==> config.mk <==
export PLATFORM = sky130hd
export DESIGN_NAME = bvule_bvneg_cmp
export DESIGN_NICKNAME = d
export VERILOG_FILES = /design/src/rtl/bvule_bvneg_witness_checker_pkg.sv /design/src/rtl/bvule_bvneg_witness_checker_cmp.sv
export SDC_FILE = /design/constraint.sdc
export NUM_CORES = 1
export LEC_CHECK = 0
export ABC_AREA = 1
export BUFFER_PORTS_ARGS = -buffer_cell sky130_fd_sc_hd__buf_2
export CORE_AREA = 8 8 45 47
export DETAILED_ROUTE_END_ITERATION = 10
export DIE_AREA = 0 0 53 55
export PLACE_DENSITY = 0.31
export SYNTH_ARGS = -nofsm -noshare
export SYNTH_HDL_FRONTEND = slang
export SYNTH_SLANG_ARGS = --single-unit
==> constraint.sdc <==
create_clock -name vclk -period 1.65
set_input_delay 0.2475 -clock vclk [all_inputs]
set_output_delay 0.2475 -clock vclk [all_outputs]
set_load 0.01 [all_outputs]
==> src/rtl/bvule_bvneg_witness_checker_pkg.sv <==
// bvchk_pkg: shared state encoding and the W-bit two's-complement negate
// used by the bvneg/bvule witness checker.
package bvchk_pkg;
   typedef enum logic [1:0] {IDLE, SETTLE, CHECK, DONE} state_t;
   function automatic logic [31:0] bv_neg(input logic [31:0] x, input int unsigned w);
      return (~x + 32'd1) & ~(32'hFFFF_FFFF << w);
   endfunction
endpackage

==> src/rtl/bvule_bvneg_witness_checker_cmp.sv <==
// bvule_bvneg_cmp: combinational check that bvneg(x) <=u t for one (x, t) pair.
module bvule_bvneg_cmp
   import bvchk_pkg::*;
#(
   parameter int W = 4
) (
   input  logic [W-1:0] i_x,
   input  logic [W-1:0] i_t,
   output logic         o_pass
);
   logic [W-1:0] w_neg;
   assign w_neg  = W'(bv_neg(32'(i_x), W));
   assign o_pass = w_neg <= i_t;
endmodule

==> impl_metrics.env, run 1 <==
export IMPL_yosysUniqueCellTypes=8
export IMPL_syn_area_um2=150
export IMPL_post_place_ws_ns=0.0213
export IMPL_min_period_ns=1.58
export IMPL_antenna_found_initial=0
export IMPL_final_common_cell="buf_2"
export IMPL_postSynthCellCount=25
export IMPL_synth_nets=38
export IMPL_grt_overflow_total=0
export IMPL_vdd_drop_max_mv=0.0778
export IMPL_comb_power_share_pct=100.0
export IMPL_area_growth_syn_to_layout_pct=58.3
export IMPL_stdcell_count=51
export IMPL_regArea_um2=0
export IMPL_max_cap_violations=0
export IMPL_power_switching_uw=31.6
export IMPL_io_pins=9
export IMPL_intPower_uw=32.5
export IMPL_wl_um=338
export IMPL_drt_vias_per_instance=2.94
export IMPL_worst_slack_ns=0.0717
export IMPL_rows=14
export IMPL_worst_pin_slew_ns=0.138
export IMPL_fillerInstances=160
export IMPL_hold_viol=0
export IMPL_multi_input_area_um2=135
export IMPL_max_freq_ghz=0.634
export IMPL_maxSlewHeadroom_pct=90.7
export IMPL_setup_viol=0
export IMPL_total_power_uw=64.1
export IMPL_ant_nets=0
export IMPL_power_density_mw_per_mm2=270
export IMPL_post_cts_buffers=0
export IMPL_nClkBuffers=0
export IMPL_grt_start_max_net_pins=4
export IMPL_place_congestion=0.602
export IMPL_swShare_pct=49.3
export IMPL_core_area_mm2=0.00138
export IMPL_grt_use_total_pct=2.13
export IMPL_holdPathStages=5
export IMPL_initial_core_util_pct=10.8
export IMPL_min_path_type="in -> out"
export IMPL_arrival_ns=1.33
export IMPL_ys_seq_area_share_pct=0
export IMPL_drt_iter0_drc=1
export IMPL_grt_pass1_wl_um=524
export IMPL_rsz0062_at_grt="yes"
export IMPL_worstSetupPathType="in -> out"
export IMPL_dieArea_mm2=0.00292
export IMPL_drive_gt1_share_pct=37.1
export IMPL_fin_nets=50
export IMPL_layout_common_cells="buf_2, inv_1, nand2_1, ha_1"
export IMPL_placed_area_um2=223
export IMPL_leakage_nw=0.144
export IMPL_die_w_um=53
export IMPL_drc_errors=0
export IMPL_slew_violations=0
export IMPL_worstPathRequired_ns=1.40
export IMPL_pwr_share_clk_pct=0
export IMPL_critPathLaunchType="input port"
export IMPL_final_cell_area_um2=238
export IMPL_outcome="complete, no violations"
export IMPL_crit_path_end_kind="primary output"
export IMPL_worstPathMaxFanout=2
export IMPL_yosysWarningCount=0
export IMPL_firstDrtPassIters=2
export IMPL_die_h_um=55
export IMPL_grt_pass1_vias=136
export IMPL_wl_per_cell_um=6.63
export IMPL_route_vias_total=150
export IMPL_seq_power_share_pct=0
export IMPL_seq_cells=0
export IMPL_port_buffers=9
export IMPL_placedCellCount=51
export IMPL_final_util_pct=17.2
export IMPL_synth_area_per_cell_um2=6.01
export IMPL_finalCritPeriodShare_pct=95.7
export IMPL_diodes=0
## synth_stat cells
cell | n | area share [%]
xor2_1 | 1 | 5.8
xnor2_1 | 1 | 5.8
nand2_1 | 7 | 18
ha_1 | 5 | 42
nor2_1 | 1 | 2.5
nand3_1 | 1 | 3.3
a21oi_1 | 1 | 3.3
inv_1 | 8 | 20
## kinds of logic (layout without fill, tap and decap cells)
kind of cell	Yosys count	after routing	share of synthesized area, %
adders and majority gates	5	5	41.7
and+or+nand+nor	9	9	23.3
buffers and inverters	8	18	20.0
xor gates and xnor gates	2	2	11.7
AOI/OAI and AO/OA	1	1	3.33
## worst max-delay path: stages
cell	delay [ns]
buf_2	0.11
nor2_1	0.09
nand2_1	0.06
xor2_1	0.14
ha_1	0.28
a21oi_1	0.16
nand2_1	0.07
nand2_1	0.05
buf_2	0.12
## layout make-up
class                           instances  share of cell area [%]
Multi-Input combinational cell         17                    56.8
Tap cell                               16                    8.42
Inverter                                8                    12.6
Timing Repair Buffer                   10                    22.1
## per-stage QoR
step | hold WS [ns] | setup TNS (ns)
floorplan | 0.757 | 0
global placement | 0.951 | 0
detailed placement | 0.948 | 0
CTS | 0.954 | 0
global route | 0.977 | -0.0341
finish | 0.942 | 0
## repair_timing
action | CTS | global route
hold buffers | 0 | 0
resized for setup | 0 | 3
setup endpoints to repair | 0 | 1
## worst paths after layout
check / start / end
max: i_x[1] / o_pass
min: i_t[0] / o_pass
## power groups by stage
stage	clock network, mW	logic (mW)	registers, mW
finish	0	0.0641	0
CTS	0	0.0604	0
floorplan	0	0.0368	0
global placement	0	0.0612	0
global route	0	0.0761	0
detailed placement	0	0.0598	0
## per-layer routing
| layer | up-vias | GRT usage (%) | part of all wire [%] |
|---|---|---|---|
| met1 | 51 | 3.17 | 50 |
| met4 | 0 | 0 | 0 |
| met3 | 0 | 0.535 | 8.0 |
| li1 | 94 | - | - |
| met2 | 5 | 3.13 | 42 |
| met5 | - | 0 | 0 |
Note: power is estimated with default switching activity, not from simulation.
==> inputs of run 2 (changes only) <==
BUFFER_PORTS_ARGS = default   (was -buffer_cell sky130_fd_sc_hd__buf_2)
DONT_BUFFER_PORTS = 1   (was default)
PLACE_DENSITY = 0.3   (was 0.31)
==> run 2 against run 1 <==
  * Via count shrank 19%
  * First-iteration DRC count shrank 100%
  * Hold slack lost 0.17 ns
  * Critical path type unchanged
==> impl_metrics.env, run 2 (synthesized netlist as in run 1, its figures left out) <==
export IMPL_rsz0062_at_grt="no"
export IMPL_power_density_mw_per_mm2=252
export IMPL_fin_nets=40
export IMPL_post_cts_resized=0
export IMPL_worstSetupPathType="in -> out"
export IMPL_min_to="o_pass"
export IMPL_drt_vias_per_instance=2.98
export IMPL_crit_path_end_kind="primary output"
export IMPL_die_w_um=53
export IMPL_vdd_drop_max_mv=0.0739
export IMPL_route_vias_total=122
export IMPL_slew_violations=0
export IMPL_io_pins=9
export IMPL_grt_start_max_net_pins=4
export IMPL_maxSlewHeadroom_pct=90.6
export IMPL_antenna_found_initial=0
export IMPL_setup_viol=0
export IMPL_crit_buf_inv=2
export IMPL_final_util_pct=12.3
export IMPL_min_path_type="in -> out"
export IMPL_ant_nets=0
export IMPL_leakage_nw=0.107
export IMPL_max_freq_ghz=0.677
export IMPL_seq_cells=0
export IMPL_final_common_cell="inv_1"
export IMPL_drive_gt1_share_pct=0
export IMPL_slowest_delay_ns=0.25
export IMPL_path_cells="inv_1 > ha_1 > xnor2_1 > ha_1 > nand2_1 > inv_1 > nand2_1 > nand2_1 > nand2_1"
export IMPL_rows=14
export IMPL_fillerInstances=163
export IMPL_drc_errors=0
export IMPL_post_cts_buffers=0
export IMPL_holdPathStages=3
export IMPL_firstDrtPassIters=1
export IMPL_port_buffers=0
export IMPL_cts_hold_buf=0
export IMPL_crit_top_cell="nand2_1"
export IMPL_grt_pass1_vias=130
export IMPL_worst_pin_slew_ns=0.140
export IMPL_grt_overflow_total=0
export IMPL_finalCritPeriodShare_pct=89.6
export IMPL_grt_use_total_pct=2.13
export IMPL_wl_per_cell_um=7.66
export IMPL_arrival_ns=1.23
export IMPL_drt_iter0_drc=0
export IMPL_wl_um=314
export IMPL_worstPathMaxFanout=3
export IMPL_nClkBuffers=0
export IMPL_core_area_mm2=0.00138
export IMPL_hp_start="i_t[0]"
export IMPL_place_congestion=0.556
export IMPL_dieArea_mm2=0.00292
export IMPL_outcome="complete, no violations"
export IMPL_die_h_um=55
export IMPL_worstPathRequired_ns=1.40
export IMPL_area_growth_syn_to_layout_pct=13.3
export IMPL_diodes=0
export IMPL_regArea_um2=0
export IMPL_tns_ns=0
export IMPL_cp_top_family="adder cells"
export IMPL_grt_pass1_wl_um=496
export IMPL_min_period_ns=1.48
export IMPL_max_cap_violations=0
export IMPL_layout_common_cells="inv_1, nand2_1, ha_1"
export IMPL_hold_viol=0
export IMPL_critPathLaunchType="input port"
export IMPL_total_power_uw=42.9
export IMPL_cp_slowest_cell="ha_1"
export IMPL_initial_core_util_pct=10.8
run 2: changes by cell type in the layout (fill, tap and decap cells not counted), sizes merged:
cell / change
buf: -10
run 2: worst max path at each step:
| stage | to | cells past startpoint | from |
|---|---|---|---|
| finish | o_pass | 9 | i_x[0] |
| global route | o_pass | 9 | i_x[0] |
| CTS | o_pass | 9 | i_x[0] |
| detailed placement | o_pass | 9 | i_x[0] |
| global placement | o_pass | 9 | i_x[0] |
| floorplan | o_pass | 9 | i_x[0] |
run 2: report_power, final:
part           internal (mW)  switching (mW)
Combinational         0.0180          0.0249
Clock                      0               0
Sequential                 0               0
Total                 0.0180          0.0249
run 2: final cells by class:
class,instances,area [um2],share of cell area [%]
inverter,8,30.0,17.6
tap,16,20.0,11.8
multi-input combinational,17,120,70.6
run 2: per-layer routing:
| metal | share of wire (%) | wire [um] | global-route usage, % |
|---|---|---|---|
| met4 | 0 | 0 | 0 |
| met3 | 8.6 | 27 | 0.802 |
| met2 | 38 | 120 | 3.13 |
| met1 | 53 | 166 | 3.02 |
| met5 | 0 | 0 | 0 |
run 2: stage by stage:
step,instances,hold WS (ns),cell area [um2],worst slack (ns)
5_1_grt,41,0.793,170,0.0506
3_5_place_dp,41,0.775,170,0.141
3_3_place_gp,41,0.786,170,0.152
4_1_cts,41,0.777,170,0.142
2_1_floorplan,25,0.757,150,0.253
6_report,41,0.771,170,0.172
==> inputs of run 3 (changes only) <==
ABC_AREA = default   (was 1)
==> run 3 against run 2 <==
  * Setup slack got worse by 0.10 ns
  * First-iteration DRC count unchanged
  * Synthesized cell count fell by 28%
  * Largest power group unchanged
==> impl_metrics.env, run 3 <==
export IMPL_outcome="complete, no violations"
export IMPL_die_w_um=53
export IMPL_hold_viol=0
export IMPL_regArea_um2=0
export IMPL_seq_cells=0
export IMPL_worst_pin_slew_ns=0.151
export IMPL_synth_area_leader_cell="ha_1"
export IMPL_area_growth_syn_to_layout_pct=55.0
export IMPL_firstDrtPassIters=1
export IMPL_worstPathMaxFanout=2
export IMPL_pwr_share_clk_pct=0
export IMPL_drive_gt1_share_pct=42.9
export IMPL_leakage_nw=0.109
export IMPL_worst_slack_ns=0.0680
export IMPL_die_h_um=55
export IMPL_wl_um=350
export IMPL_final_util_pct=15.6
export IMPL_synth_area_per_cell_um2=7.72
export IMPL_critical_path_startpoint="i_x[1]"
export IMPL_maxSlewHeadroom_pct=89.9
export IMPL_crit_path_end_kind="primary output"
export IMPL_hp_start="i_t[0]"
export IMPL_postSynthCellCount=18
export IMPL_io_pins=9
export IMPL_drt_vias_per_instance=3.68
export IMPL_ant_nets=0
export IMPL_arrival_ns=1.33
export IMPL_intPower_uw=39.4
export IMPL_nClkBuffers=0
export IMPL_min_path_type="in -> out"
export IMPL_seq_power_share_pct=0
export IMPL_synth_area_top_cells="ha_1, inv_1, xnor2_1"
export IMPL_cp_endpoint="o_pass"
export IMPL_ys_seq_area_share_pct=0
export IMPL_critPathLaunchType="input port"
export IMPL_yosysUniqueCellTypes=9
export IMPL_synth_nets=31
export IMPL_min_period_ns=1.58
export IMPL_fin_nets=36
export IMPL_max_cap_violations=0
export IMPL_dieArea_mm2=0.00292
export IMPL_worstSetupPathType="in -> out"
export IMPL_worstPathRequired_ns=1.40
export IMPL_comb_power_share_pct=100.0
export IMPL_placedCellCount=36
export IMPL_stdcell_count=37
export IMPL_wl_per_cell_um=9.46
export IMPL_place_hpwl_um=334
export IMPL_grt_overflow_total=0
export IMPL_rows=14
export IMPL_power_switching_uw=28.8
export IMPL_place_congestion=0.667
export IMPL_antenna_found_initial=0
export IMPL_netlist_area_leader_share_pct=45.0
export IMPL_finalCritPeriodShare_pct=95.9
export IMPL_grt_pass1_wl_um=517
export IMPL_swShare_pct=42.3
export IMPL_syn_area_um2=139
export IMPL_fillerInstances=161
export IMPL_drt_iter0_drc=0
export IMPL_grt_pass1_vias=129
export IMPL_core_area_mm2=0.00138
export IMPL_post_place_ws_ns=-0.0865
export IMPL_initial_core_util_pct=10.0
export IMPL_port_buffers=0
export IMPL_max_freq_ghz=0.632
export IMPL_yosysWarningCount=0
export IMPL_rsz0062_at_grt="no"
export IMPL_grt_use_total_pct=2.23
export IMPL_layout_common_cells="inv_1, ha_1, buf_4"
export IMPL_vdd_drop_max_mv=0.0618
export IMPL_grt_start_max_net_pins=4
export IMPL_setup_viol=0
export IMPL_route_vias_total=136
export IMPL_diodes=0
export IMPL_multi_input_area_um2=154
export IMPL_drc_errors=0
export IMPL_slew_violations=0
export IMPL_power_density_mw_per_mm2=317
export IMPL_synthTopCellsByCount="ha_1, inv_1, xnor2_1"
-- run 3: worst min-delay path by stage --
stage / to / depth (start not counted)
6_report: o_pass / 4
5_1_grt: o_pass / 4
4_1_cts: o_pass / 4
3_5_place_dp: o_pass / 4
3_3_place_gp: o_pass / 4
2_1_floorplan: o_pass / 3
-- run 3: logic make-up after synthesis --
| family | Yosys count | synth area share (%) |
|---|---|---|
| AOI/OAI and AO/OA | 3 | 16.2 |
| xor gates and xnor gates | 2 | 12.6 |
| adders and majority gates | 5 | 45.0 |
| buffers and inverters | 5 | 13.5 |
| and+or+nand+nor | 3 | 12.6 |
-- run 3: final cells by class --
class	count	share of cell area, %
timing repair buffer	3	10.5
multi-input combinational	13	71.5
inverter	5	8.72
tap	16	9.30
-- run 3: power groups by stage --
stage / clock network (mW) / registers (mW) / logic, mW
2_1_floorplan: 0 / 0 / 0.0352
3_3_place_gp: 0 / 0 / 0.0509
3_5_place_dp: 0 / 0 / 0.0519
4_1_cts: 0 / 0 / 0.0683
5_1_grt: 0 / 0 / 0.0759
6_report: 0 / 0 / 0.0682
-- run 3: per-layer routing --
layer	up-vias	track usage [%]	wire [um]
li1	69	-	-
met1	62	2.56	147
met2	5	3.91	170
met3	0	1.07	31
met4	0	0	0
met5	-	0	0
-- run 3: what timing repair did --
| action | CTS | global route |
|---|---|---|
| hold buffers | 0 | 0 |
| pin swaps | 4 | 0 |
| setup buffers | 1 | 0 |
| setup endpoints to repair | 1 | 1 |
| resized for setup | 5 | 1 |
-- run 3: through the flow --
stage	hold slack [ns]	TNS (ns)	total power, mW	area [um2]
final	0.887	0	0.0682	215
after global routing	0.947	0	0.0759	215
after detailed placement	0.920	-0.0865	0.0519	174
after floorplan	0.795	0	0.0352	139
after CTS	0.900	0	0.0683	210
after global placement	0.903	-0.0523	0.0509	174
-- run 3: worst max-delay path: stages --
cell and delay, ns:
inv_2 0.02, ha_4 0.23, ha_4 0.23, nor2b_1 0.13, o211a_1 0.23, o21ai_2 0.11, buf_4 0.13
